`config.mk`:
```
export PLATFORM = sky130hd
export DESIGN_NAME = pll_reset_sequencer
export DESIGN_NICKNAME = d
export VERILOG_FILES = /design/src/rtl/pll_reset_sequencer_pkg.sv /design/src/rtl/pll_reset_sequencer_sync_debounce.sv /design/src/rtl/pll_reset_sequencer.sv
export SDC_FILE = /design/constraint.sdc
export NUM_CORES = 1
export LEC_CHECK = 0
export CAP_MARGIN = 20
export CORE_MARGIN = 10
export CORE_UTILIZATION = 40
export DETAILED_ROUTE_END_ITERATION = 16
export HOLD_SLACK_MARGIN = 0.05
export PLACE_DENSITY = 0.67
export SETUP_SLACK_MARGIN = 0.5
export SKIP_LAST_GASP = 1
export SLEW_MARGIN = 10
export SYNTH_ARGS = -nofsm -noshare
export SYNTH_HDL_FRONTEND = slang
export SYNTH_HIERARCHICAL = 1
export SYNTH_SLANG_ARGS = --single-unit
export TNS_END_PERCENT = 30
```
`constraint.sdc`:
```
create_clock -name clock -period 2.6 [get_ports clock]
set_clock_uncertainty 0.05 [all_clocks]
set_input_delay 0.52 -clock clock [delete_from_list [all_inputs] [get_ports clock]]
set_output_delay 0.52 -clock clock [all_outputs]
set_load 0.03 [all_outputs]
```
`src/rtl/pll_reset_sequencer_pkg.sv`:
```
// Shared constants for the PLL reset sequencer: seq_state encoding used by status/debug logic
// and a counter-width helper.
package pll_reset_sequencer_pkg;

    localparam logic [1:0] SEQ_HOLD   = 2'd0;
    localparam logic [1:0] SEQ_STABLE = 2'd1;
    localparam logic [1:0] SEQ_REL0   = 2'd2;
    localparam logic [1:0] SEQ_RUN    = 2'd3;

    // Width able to hold 0..max(a,b)-1, never narrower than one bit.
    function automatic int cnt_width(input int a, input int b);
        int m;
        m = (a > b) ? a : b;
        return (m > 32'sd1) ? $clog2(m) : 32'sd1;
    endfunction

endpackage

```
`src/rtl/pll_reset_sequencer_sync_debounce.sv`:
```
// 2-FF synchroniser followed by a level debouncer: a new level is accepted only after
// the synchronised input has differed from the accepted level for DEBOUNCE_CYCLES edges.
module pll_reset_sequencer_sync_debounce
    import pll_reset_sequencer_pkg::*;
#(
    parameter int DEBOUNCE_CYCLES = 65536
) (
    input  logic clock,
    input  logic reset_n,
    input  logic din_i,
    output logic db_o
);

    localparam int DW = cnt_width(DEBOUNCE_CYCLES, 32'sd2);
    localparam logic [DW-1:0] DB_LAST = DW'(DEBOUNCE_CYCLES - 32'sd1);

    logic          meta_q;
    logic          sync_q;
    logic          db_q;
    logic          db_d;
    logic [DW-1:0] cnt_q;
    logic [DW-1:0] cnt_d;

    // Any return to the accepted level discards progress, so bounces never accumulate.
    always_comb begin
        cnt_d = cnt_q;
        db_d  = db_q;
        if (sync_q == db_q) begin
            cnt_d = '0;
        end else if (cnt_q == DB_LAST) begin
            db_d  = sync_q;
            cnt_d = '0;
        end else begin
            cnt_d = cnt_q + DW'(1);
        end
    end

    // Synchroniser and debounce state.
    always_ff @(posedge clock or negedge reset_n) begin
        if (!reset_n) begin
            meta_q <= 1'b0;
            sync_q <= 1'b0;
            db_q   <= 1'b0;
            cnt_q  <= '0;
        end else begin
            meta_q <= din_i;
            sync_q <= meta_q;
            db_q   <= db_d;
            cnt_q  <= cnt_d;
        end
    end

    assign db_o = db_q;

endmodule

```
`src/rtl/pll_reset_sequencer.sv`:
```
// Staged reset generator for the clkIO domain: releases rst_io once the PLL lock has been
// stable, then rst_cpu STAGE_GAP cycles later; lock loss or the button re-asserts both.
module pll_reset_sequencer
    import pll_reset_sequencer_pkg::*;
#(
    parameter int LOCK_STABLE_CYCLES = 1024,
    parameter int STAGE_GAP          = 16,
    parameter int DEBOUNCE_CYCLES    = 65536
) (
    input  logic       clock,
    input  logic       reset_n,
    input  logic       pll_locked,
    input  logic       btn_reset,
    output logic       rst_io,
    output logic       rst_cpu,
    output logic [1:0] seq_state,
    output logic [7:0] lock_loss_count
);

    localparam int CW = cnt_width(LOCK_STABLE_CYCLES, STAGE_GAP);
    localparam logic [CW-1:0] STABLE_LAST = CW'(LOCK_STABLE_CYCLES - 32'sd1);
    localparam logic [CW-1:0] GAP_LAST    = CW'(STAGE_GAP - 32'sd1);

    logic          lock_meta_q;
    logic          locked_q;
    logic          btn_db_s;
    logic          go_hold_s;
    logic          lost_s;
    logic [1:0]    state_q;
    logic [1:0]    state_d;
    logic [CW-1:0] cnt_q;
    logic [CW-1:0] cnt_d;
    logic [7:0]    loss_q;
    logic [7:0]    loss_d;
    logic          rst_io_q;
    logic          rst_cpu_q;

    pll_reset_sequencer_sync_debounce #(
        .DEBOUNCE_CYCLES(DEBOUNCE_CYCLES)
    ) u_btn (
        .clock  (clock),
        .reset_n(reset_n),
        .din_i  (btn_reset),
        .db_o   (btn_db_s)
    );

    assign go_hold_s = !locked_q || btn_db_s;
    // Only lock-caused exits from an active state are counted; the lock condition wins ties.
    assign lost_s    = (state_q != SEQ_HOLD) && !locked_q;

    // Sequencer next state and shared stage counter.
    always_comb begin
        state_d = state_q;
        cnt_d   = cnt_q;
        case (state_q)
            SEQ_HOLD: begin
                if (!go_hold_s) begin
                    state_d = SEQ_STABLE;
                    cnt_d   = '0;
                end else begin
                    state_d = SEQ_HOLD;
                end
            end
            SEQ_STABLE: begin
                if (go_hold_s) begin
                    state_d = SEQ_HOLD;
                end else if (cnt_q == STABLE_LAST) begin
                    state_d = SEQ_REL0;
                    cnt_d   = '0;
                end else begin
                    cnt_d = cnt_q + CW'(1);
                end
            end
            SEQ_REL0: begin
                if (go_hold_s) begin
                    state_d = SEQ_HOLD;
                end else if (cnt_q == GAP_LAST) begin
                    state_d = SEQ_RUN;
                end else begin
                    cnt_d = cnt_q + CW'(1);
                end
            end
            SEQ_RUN: begin
                if (go_hold_s) begin
                    state_d = SEQ_HOLD;
                end else begin
                    state_d = SEQ_RUN;
                end
            end
            default: begin
                state_d = SEQ_HOLD;
                cnt_d   = '0;
            end
        endcase
    end

    // Saturating lock-loss event counter.
    always_comb begin
        if (lost_s && (loss_q != 8'hFF)) begin
            loss_d = loss_q + 8'd1;
        end else begin
            loss_d = loss_q;
        end
    end

    // Lock synchroniser, FSM state and resets decoded from the next state.
    always_ff @(posedge clock or negedge reset_n) begin
        if (!reset_n) begin
            lock_meta_q <= 1'b0;
            locked_q    <= 1'b0;
            state_q     <= SEQ_HOLD;
            cnt_q       <= '0;
            loss_q      <= 8'd0;
            rst_io_q    <= 1'b1;
            rst_cpu_q   <= 1'b1;
        end else begin
            lock_meta_q <= pll_locked;
            locked_q    <= lock_meta_q;
            state_q     <= state_d;
            cnt_q       <= cnt_d;
            loss_q      <= loss_d;
            rst_io_q    <= (state_d == SEQ_HOLD) || (state_d == SEQ_STABLE);
            rst_cpu_q   <= (state_d != SEQ_RUN);
        end
    end

    assign rst_io          = rst_io_q;
    assign rst_cpu         = rst_cpu_q;
    assign seq_state       = state_q;
    assign lock_loss_count = loss_q;

endmodule

```
# Yosys cells after proc, flatten, opt, wreduce, memory -nomap -nowiden
# Index checks and enable logic that the tools add are counted.
[op_classes] addsub=3 eq_ne=14 muxes=15 n_bitwise=1 reduce_logical=11
[op_table] operator="10-bit two-way mux" count=5
[op_table] operator="16-bit two-way mux" count=2
[op_table] operator="10-bit one-hot mux with 3 select lines" count=1
[op_table] operator="16-bit by 1-bit adder with 16-bit output, second input constant" count=1
[op_table] operator="16-bit == test, second input constant" count=1
[op_table] operator="10-bit by 1-bit adder with 10-bit output, second input constant" count=1
[op_table] operator="10-bit == test, second input constant" count=1
[op_table] operator="10-bit by 4-bit == test with 1-bit output, second input constant" count=1
[op_table] operator="2-bit two-way mux" count=5
[op_table] operator="2-bit != test, second input constant" count=5
[op_table] operator="8-bit by 1-bit adder with 8-bit output, second input constant" count=1
[op_table] operator="8-bit != test, second input constant" count=1
[op_table] operator="2-bit one-hot mux with 4 select lines" count=1
[op_table] operator="5-bit AND reduction" count=1
[op_table] operator="2-bit by 1-bit == test with 1-bit output, second input constant" count=2
[op_table] operator="2-bit == test, second input constant" count=2
[op_table] operator="2-bit zero test" count=2
[op_table] operator="3-bit nonzero test" count=1
[op_table] operator="1-bit logical AND" count=2
[op_table] operator="1-bit logical OR" count=2
[op_table] operator="2-bit AND reduction" count=1
[op_table] operator="2-bit nonzero test" count=1
[op_table] operator="1-bit == test" count=1
[op_table] operator="1-bit zero test" count=1
[op_table] operator="other kinds (2)" count=2
[word_totals] reg_bits=43 input_bits=4 out_inout_bits=12 wordCells=55

# Depth between registers and ports, before layout
# Gate-level depths: netlist of run 1.
[logic_depth] word_depth=6 depth_mapped=7 depth_no_buf=6

# Modules after synthesis
# Netlist of run 1, hierarchy kept.
[by_module_without_submodules] mod="pll_reset_sequencer" n_inst=1 cells_per_inst=132 area_per_inst_um2=1320.0 seq_area_each_um2=603.1
[by_module_without_submodules] mod="pll_reset_sequencer_sync_debounce" n_inst=1 cells_per_inst=85 area_per_inst_um2=870.8 seq_area_each_um2=475.5

# Least setup slack after synthesis of run 1
# No wires, ideal clock.
[synth_timing] kind="register -> register" startpoint="register state_q[0], in the netlist seq_state[0]" endpoint="register cnt_q[4] (netlist name)" setup_time_ps=121 arrival_time_ps=2155 required_time_ps=2429 setup_slack_ps=274 path_stages_with_launch=8 n_path_buf=1 synth_period_minus_slack_ps=2326 path_cell_list="dfrtp_1 -> inv_1 -> ha_1 -> buf_6 -> or3_4 -> a21o_1 -> or3_1 -> a22o_1"
[synth_rtl] item="start, declared" line="pll_reset_sequencer.sv:29" rtl="logic [1:0] state_q;"
[synth_rtl] item="start signal, assigned" line="pll_reset_sequencer.sv:119" rtl="state_q <= state_d;"

# Final worst setup path of run 1
[layout_timing] startpoint="register rst_io_q, in the netlist rst_io" endpoint="output rst_io"
[layout_rtl] item="start, declared" line="pll_reset_sequencer.sv:35" rtl="logic rst_io_q;"
[layout_rtl] item="start signal, assigned" line="pll_reset_sequencer.sv:122" rtl="rst_io_q <= (state_d == SEQ_HOLD) || (state_d == SEQ_STABLE);"
[layout_rtl] item="end, declared" line="pll_reset_sequencer.sv:14" rtl="output logic rst_io,"
# No word-level cell between the ends.

==> results of run 1 <==
-- final cells by class --
cell class / count / area [µm²]
well taps: 70 / 87.6
clock buffers: 8 / 100
multi-input cells: 163 / 1110
inverters: 8 / 30.0
fillers: 497 / 2620
repair buffers: 19 / 175
flip-flops and latches: 43 / 1080
-- synthesized netlist by cell type, types with 2 or more instances --
cell type / count
a22o_1: 2
dfstp_2: 2
nor4_1: 4
inv_1: 8
xor2_1: 8
nand3_1: 10
a31oi_1: 2
a32o_1: 2
nand2b_1: 3
ha_1: 7
nand2_1: 11
o21ai_0: 12
o21a_1: 3
or2_2: 2
a21oi_1: 5
xnor2_1: 11
o31ai_1: 2
nand4_1: 13
nor3_1: 11
nand3_2: 2
mux2_2: 2
dfrtp_1: 41
nor2_1: 24
or3_1: 6
-- kinds of logic (layout without fill, tap and decap cells) --
kind of cell,after synthesis,in the layout,share of synthesized area
AOI/OAI and AO/OA,40,40,0.125
xor gates and xnor gates,19,19,0.0760
DFF,43,43,0.492
muxes,2,2,0.0103
buffers and inverters,11,35,0.0228
adders and majority gates,7,7,0.0400
and+or+nand+nor,95,95,0.234
-- per-stage QoR --
step           setup WS (ns)  instances  area, µm²   util  total power [mW]
5_1_grt                0.488        311       2580  0.497              1.96
3_3_place_gp           0.556        302       2430  0.467              1.37
4_1_cts                0.504        310       2530  0.486              1.84
3_5_place_dp           0.542        302       2430  0.467              1.37
2_1_floorplan          0.525        217       2200      -              1.17
6_report               0.559        311       2580  0.497              1.85
-- routing by layer --
layer  share of wire  GRT usage  vias to the layer above  wire length [µm]
met5               0          0                        -                 0
met4           0.014     0.0506                        0                59
met3           0.068     0.0360                        4               292
met2            0.44      0.147                       50              1900
met1            0.47      0.135                      797              2030
li1                -          -                      839                 -
-- state kept, by name, summed over array words and instances, names as in the netlist --
signal and cells:
u_btn/cnt_q 16, cnt_q 10, lock_loss_count 8, seq_state 2, lock_meta_q 1, locked_q 1, rst_cpu 1, rst_io 1
u_btn/db_o 1, u_btn/meta_q 1, u_btn/sync_q 1
-- power by group --
part / total (mW) / internal, mW / switching [mW] / leakage, nW
combinational: 0.569 / 0.243 / 0.326 / 0.404
sequential: 0.823 / 0.737 / 0.0865 / 0.568
clock: 0.459 / 0.242 / 0.217 / 0.0515
total: 1.85 / 1.22 / 0.629 / 1.02
-- final timing paths --
path	start	end	slack, ns	depth (start not counted)
min in group clock	u_btn/meta_q$_DFF_PN0_	u_btn/sync_q$_DFF_PN0_	0.30	0
worst max-delay path	rst_io$_DFF_PN1_	rst_io	0.56	1
worst min register to register	u_btn/meta_q$_DFF_PN0_	u_btn/sync_q$_DFF_PN0_	0.30	0
worst max register to register	seq_state[1]$_DFF_PN0_	cnt_q[4]$_DFFE_PN0P_	0.59	6
worst min-delay path	reset_n	seq_state[1]$_DFF_PN0_	0.20	1
max in group asynchronous	reset_n	lock_loss_count[4]$_DFFE_PN0P_	1.73	2
-- repair_timing --
action / CTS / global route
resized for setup: 0 / 9
buffers inserted: 0 / 1
setup endpoints to repair: 0 / 14
==> metrics, run 1 <==
ranking of synthesized cells by area=dfrtp_1 (47%), xnor2_1 (4.4%), nor2_1 (4.1%); first-pass GRT wire length=7420 µm; CP max-delay cell=clkdlybuf4s50_1; Slew HR=0.570; cts hold-fix bufs=0; Max rail drop VDD=0.759 mV; # IOs=16; most common cell after layout, fill and taps aside=dfrtp_1; Bufs on Longest Clock Path=2; worst hold margin=between 0.15 and 0.2 ns; max cap viols=0; CTS sink cnt=43; Hold Path Class=in2async; vias=1690; initial detailed-routing violation count=82; Startpoint Class=register; GRT overflow=0; Worst-Skew Late Latency=0.29 ns; # diodes=0; warnings from Yosys=6; TritonCTS Buffers=5; drt drc=0; Hold Violations, Final=0; site row count=26; Die ar.=roughly 9000 µm²; GRT Total Usage=0.104; largest net degree at the start of global routing=31; initial antenna violation count=0; CP peak stage delay=0.66 ns; CP Class=reg2out; CTS H-tree lvls=2; Final #Nets=251; Layout area overhead=18.0%; unrepaired setup endpoints after global routing=true; Seq/Total Area, Yosys=0.492; Max Clk Rate=490 MHz; Die Y=~94 µm; width of the die=94.0 µm; Seq cells post-synth=43; CP max FO=1; port bufs=15; Via density=about 5.4; clk root buf=clkbuf_8; wire per inst=around 14 µm; crit-path cells=clkdlybuf4s50_1; LEAKAGE=1.02 nW; crit end category=output pin; routability cong.=just over 0.9; actual slew at the worst max-slew pin=0.645 ns; share of layout cells above drive strength 1=0.145; Tcrit/Tclk final=0.785; Post-Route WL=4280 µm; largest area contributor in the netlist=dfrtp_1; status=finished clean; Most used DFF post-synth=dfrtp_1; # setup viols final=0; most frequent cells in the layout=dfrtp_1 (39), nor2_1 (24), clkdlybuf4s50_1 (14); Clock transition at path regs=roughly 0.080 ns; Placeable Area=about 5200 µm²; DRT antenna net count=0; setup tns final=0 ns; CP required=2.03 ns; post-synth top area share=0.468; dpl hpwl=a little over 3000 µm; Syn Nets=228; final count of pins violating max slew=0; EDFF count, synth=0; Initial DRT Pass Iterations=4; Synth Instances=between 200 and 250; Final min period=2.04 ns; CP top delay family=buffers and inverters; syn avg cell area=around 10 µm²; crit path buf inv count=1; mapped cell area=2190 µm²; Initial Util=0.421; vias in the first global route=1612; clock tree from TritonCTS=done; Async S/R FF share, synth=1.00; Power Density=716 nW/µm²; Unique masters post-synth=48; Worst EP arrival=1.47 ns
Power figures use the tool's default switching activity.
==> run 2, diff against run 1 <==
- clock period: 2.6 -> 2 ns (I/O delays scaled with it)
==> metrics, run 2 (synthesis results as in run 1) <==
status=finished clean; clock tree from TritonCTS=done; max cap viols=0 (unchanged); Layout area overhead=29.8%; Worst-Skew Late Latency=0.28 ns (about the same); Max Clk Rate=516 MHz; Die ar.=8840 µm² (unchanged); # IOs=16 (unchanged); Via density=5.41 (-0.47%); Bufs on Longest Clock Path=2 (unchanged); Clock transition at path regs=0.08 ns (about the same); Slew HR=0.602 (+0.0321); vias in the first global route=1734 (+7.6%); wire per inst=14.8 µm (+7.5%); post-route cell area=2840 µm² (+10%); initial detailed-routing violation count=132 (+61%); LEAKAGE=1.16 nW (+14%); Startpoint Class=register; vias=1801 (+6.6%); width of the die=94.0 µm (unchanged); placed instance count=308 (+2.0%); clk root buf=clkbuf_8; largest net degree at the start of global routing=20 (-35%); site row count=26 (unchanged); unrepaired setup endpoints after global routing=true; Initial DRT Pass Iterations=4 (unchanged); # diodes=0 (unchanged); Worst EP arrival=2.07 ns (+0.60 ns); TritonCTS Buffers=5 (unchanged); max reg flops=16 (unchanged); Final #Nets=273 (+8.8%); drt drc=0 (unchanged); dpl hpwl=3270 µm (+7.7%); share of layout cells above drive strength 1=0.297 (+0.151); CP max FO=5 (+4); most frequent cells in the layout=dfrtp_1 (39), buf_4 (24), nor2_1 (23); fill cell count=455 (-8.5%); port bufs=15 (unchanged); initial antenna violation count=0 (unchanged); worst hold margin=0.305 ns (+0.107 ns); Tcrit/Tclk final=0.969; CTS sink cnt=43 (unchanged); final count of pins violating max slew=0 (unchanged); Initial Util=0.421 (unchanged); actual slew at the worst max-slew pin=0.593 ns (-0.0521 ns); Power Total=2.67 mW (+44%); CP required=2.13 ns (+0.10 ns); routability cong.=0.866 (-5.6%); GRT overflow=0 (unchanged); crit end category=register; CP Class=reg2reg; Largest Register=u_btn/cnt_q; Final min period=1.94 ns; fin cells=333 (+7.1%); Hold Violations, Final=0 (unchanged); most common cell after layout, fill and taps aside=dfrtp_1; first-pass GRT wire length=8230 µm (+11%); Power Density=937 nW/µm² (+31%); # setup viols final=0 (unchanged); Hold Path Class=reg2reg; DRT antenna net count=0 (unchanged); area post-placement=2490 µm² (+2.5%); Post-Route WL=4920 µm (+15%); CTS H-tree lvls=2 (unchanged); Max rail drop VDD=0.542 mV (-29%); GRT Total Usage=0.113 (+0.00952); Die Y=94.0 µm (unchanged); Placeable Area=5200 µm² (unchanged)
-- run 2: cell types whose count changed in the layout (fill, tap and decap cells not counted), sizes merged --
cell,delta
clkinvlp,+1
clkdlybuf4s50,-9
buf,+25
dlygate4sd3,+1
dlygate4sd2,+1
clkbuf,+2
bufinv,+1
-- run 2: cell type report --
cell class,count,area [µm²],share of cell area
Inverter,8,30.0,0.0106
Tap cell,70,87.6,0.0308
Sequential cell,43,1080,0.380
Clock inverter,2,37.5,0.0132
Clock buffer,6,72.6,0.0255
Multi-Input combinational cell,163,1230,0.432
Timing Repair Buffer,41,305,0.107
-- run 2: timing repair --
item                                    4_1_cts  5_1_grt
resized for setup                            41       19
pin swaps                                    16       11
endpoints found under the setup margin       49       46
hold endpoints to repair                     16        0
setup buffers                                 9        7
hold buffers                                  1        0
-- run 2: final timing paths --
check	start	end	slack, ns	cells past startpoint
setup / recovery	seq_state[1]$_DFF_PN0_	cnt_q[4]$_DFFE_PN0P_	0.06	6
hold / removal	lock_meta_q$_DFF_PN0_	locked_q$_DFF_PN0_	0.31	0
setup reg to reg	seq_state[1]$_DFF_PN0_	cnt_q[4]$_DFFE_PN0P_	0.06	6
hold reg to reg	lock_meta_q$_DFF_PN0_	locked_q$_DFF_PN0_	0.31	0
max in group asynchronous	reset_n	rst_io$_DFF_PN1_	0.79	3
min in group asynchronous	reset_n	u_btn/cnt_q[3]$_DFF_PN0_	0.54	2
-- run 2: metal layers --
metal / global-route usage / wire, µm
met5: 0 / 0
met4: 0.0316 / 33
met3: 0.0440 / 309
met2: 0.154 / 2220
met1: 0.160 / 2360
-- run 2: through the flow --
| step | TNS, ns | worst slack, ns | utilization |
|---|---|---|---|
| 2_1_floorplan | -0.0229 | -0.0229 | - |
| 3_3_place_gp | 0 | 0.0629 | 0.479 |
| 3_5_place_dp | 0 | 0.0155 | 0.479 |
| 4_1_cts | 0 | 0.0589 | 0.526 |
| 5_1_grt | -0.00959 | -0.00525 | 0.546 |
| 6_report | 0 | 0.0614 | 0.546 |
-- run 2: worst max-delay path, stage by stage, from the launching register on --
cell     delay [ns]
dfrtp_2        0.42
inv_2          0.08
ha_4           0.18
or3_4          0.39
a21o_4         0.23
or3_1          0.30
a22o_1         0.18
-- run 2: report_power, final --
part | internal [mW] | switching [mW] | total, mW | leakage (nW)
Sequential | 0.958 | 0.113 | 1.07 | 0.568
Clock | 0.373 | 0.286 | 0.659 | 0.0514
Combinational | 0.422 | 0.513 | 0.936 | 0.546
Total | 1.75 | 0.912 | 2.67 | 1.16
==> run 3, diff against run 2 <==
- ABC_CLOCK_PERIOD_IN_PS: not set -> 2000
- PLACE_DENSITY: 0.67 -> 0.69
==> metrics, run 3 (synthesis results as in run 1) <==
Placeable Area=5200 µm² (unchanged); initial detailed-routing violation count=148 (+12%); Final #Nets=269 (-1.5%); LEAKAGE=1.11 nW (-4.4%); grt met1 use=0.155 (-0.00468); site row count=26 (unchanged); area post-placement=2510 µm² (+0.60%); TritonCTS Buffers=5 (unchanged); most common cell after layout, fill and taps aside=dfrtp_1; clock tree from TritonCTS=done; CTS H-tree lvls=2 (unchanged); actual slew at the worst max-slew pin=0.606 ns (+0.0128 ns); CP max FO=4 (-1); drt drc=0 (unchanged); Max Clk Rate=510 MHz (-1.1%); Die ar.=8840 µm² (unchanged); Bufs on Longest Clock Path=2 (unchanged); Clock transition at path regs=0.09 ns (about the same); # IOs=16 (unchanged); wire per inst=14.1 µm (-4.4%); Initial DRT Pass Iterations=4 (unchanged); met2 track demand over resource=0.153 (-0.00115); Max rail drop VDD=0.740 mV (+37%); worst hold margin=0.304 ns (-0.00112 ns); unrepaired setup endpoints after global routing=true; Startpoint Class=register; first-pass GRT wire length=8020 µm (-2.6%); CTS sink cnt=43 (unchanged); # diodes=0 (unchanged); gr busiest metal=met1; initial antenna violation count=0 (unchanged); vias=1760 (-2.3%); Largest Register=u_btn/cnt_q; width of the die=94.0 µm (unchanged); dpl hpwl=3250 µm (-0.46%); Layout area overhead=25.4%; final count of pins violating max slew=0 (unchanged); most frequent cells in the layout=dfrtp_1 (37), nor2_1 (23), buf_4 (18); Final min period=1.96 ns (+0.0207 ns); GRT overflow=0 (unchanged); DRT antenna net count=0 (unchanged); share of layout cells above drive strength 1=0.266 (-0.0302); GR met3 Demand/Resource=0.0320 (-0.0120); Hold Path Class=reg2reg; clk root buf=clkbuf_8; Slew HR=0.594 (-0.00859); Power Density=907 nW/µm² (-3.3%); largest net degree at the start of global routing=26 (+30%); GRT Total Usage=0.111 (-0.00246); CP Class=reg2reg; post-route cell area=2750 µm² (-3.3%); Post-Route WL=4650 µm (-5.5%); Die Y=94.0 µm (unchanged); routability cong.=0.852 (-1.6%); Tcrit/Tclk final=0.980 (+0.0104); Hold Violations, Final=0 (unchanged); Worst EP arrival=2.10 ns (+0.03 ns); crit end category=register; Via density=5.35 (-1.1%); # setup viols final=0 (unchanged); vias in the first global route=1696 (-2.2%); Initial Util=0.421 (unchanged); Worst-Skew Late Latency=0.30 ns (+0.02 ns); CP required=2.14 ns (about the same); status=finished clean; max reg flops=16 (unchanged); max cap viols=0 (unchanged); port bufs=15 (unchanged); Reg2Reg Setup Slack=0.04 ns (-0.02 ns)
## run 3: worst max-delay path: stages, from the launching register on
cell     delay (ns)
dfrtp_2        0.44
inv_4          0.07
ha_4           0.16
or3_4          0.41
a21o_4         0.25
or3_1          0.31
a22o_1         0.18
## run 3: area by class of cell
type / instances / area [µm²]
clock inverters: 3 / 23.8
clock buffers: 5 / 68.8
repair buffers: 37 / 288
fillers: 478 / 2460
well taps: 70 / 87.6
flip-flops and latches: 43 / 1080
inverters: 8 / 35.0
multi-input cells: 163 / 1160
## run 3: timing repair
action | 4_1_cts | 5_1_grt
endpoints found under the hold margin | 21 | 0
pin swaps | 10 | 6
endpoints found under the setup margin | 49 | 43
setup buffers | 6 | 4
gates resized for setup | 49 | 9
hold buffers | 1 | 0
## run 3: routing by layer
metal  vias up  share of wire
met1       827           0.50
met5         -              0
met4         0          0.015
li1        875              -
met3         8          0.075
met2        50           0.41
## run 3: report_power, final
group          internal (mW)  switching (mW)  total [mW]
clock network          0.250           0.315       0.565
registers              0.960           0.120        1.08
logic                  0.376           0.471       0.847
total                   1.59           0.906        2.49
## run 3: metrics by stage
stage / power (mW) / worst slack (ns) / util / setup TNS, ns / std cells
floorplan: 1.54 / -0.0229 / - / -0.0229 / 217
global placement: 1.82 / 0.0763 / 0.481 / 0 / 310
detailed placement: 1.83 / -0.0172 / 0.481 / -0.0172 / 310
CTS: 2.48 / 0.0462 / 0.516 / 0 / 325
global route: 2.64 / 0.0103 / 0.528 / 0 / 329
finish: 2.49 / 0.0407 / 0.528 / 0 / 329
## run 3: worst paths after layout
| check | cells after the start | from | to |
|---|---|---|---|
| worst max-delay path | 6 | seq_state[1]$_DFF_PN0_ | cnt_q[4]$_DFFE_PN0P_ |
| worst min-delay path | 0 | lock_meta_q$_DFF_PN0_ | locked_q$_DFF_PN0_ |
| worst max register to register | 6 | seq_state[1]$_DFF_PN0_ | cnt_q[4]$_DFFE_PN0P_ |
| worst min register to register | 0 | lock_meta_q$_DFF_PN0_ | locked_q$_DFF_PN0_ |
| max in group asynchronous | 3 | reset_n | u_btn/cnt_q[0]$_DFF_PN0_ |
| min in group asynchronous | 2 | reset_n | lock_loss_count[3]$_DFFE_PN0P_ |
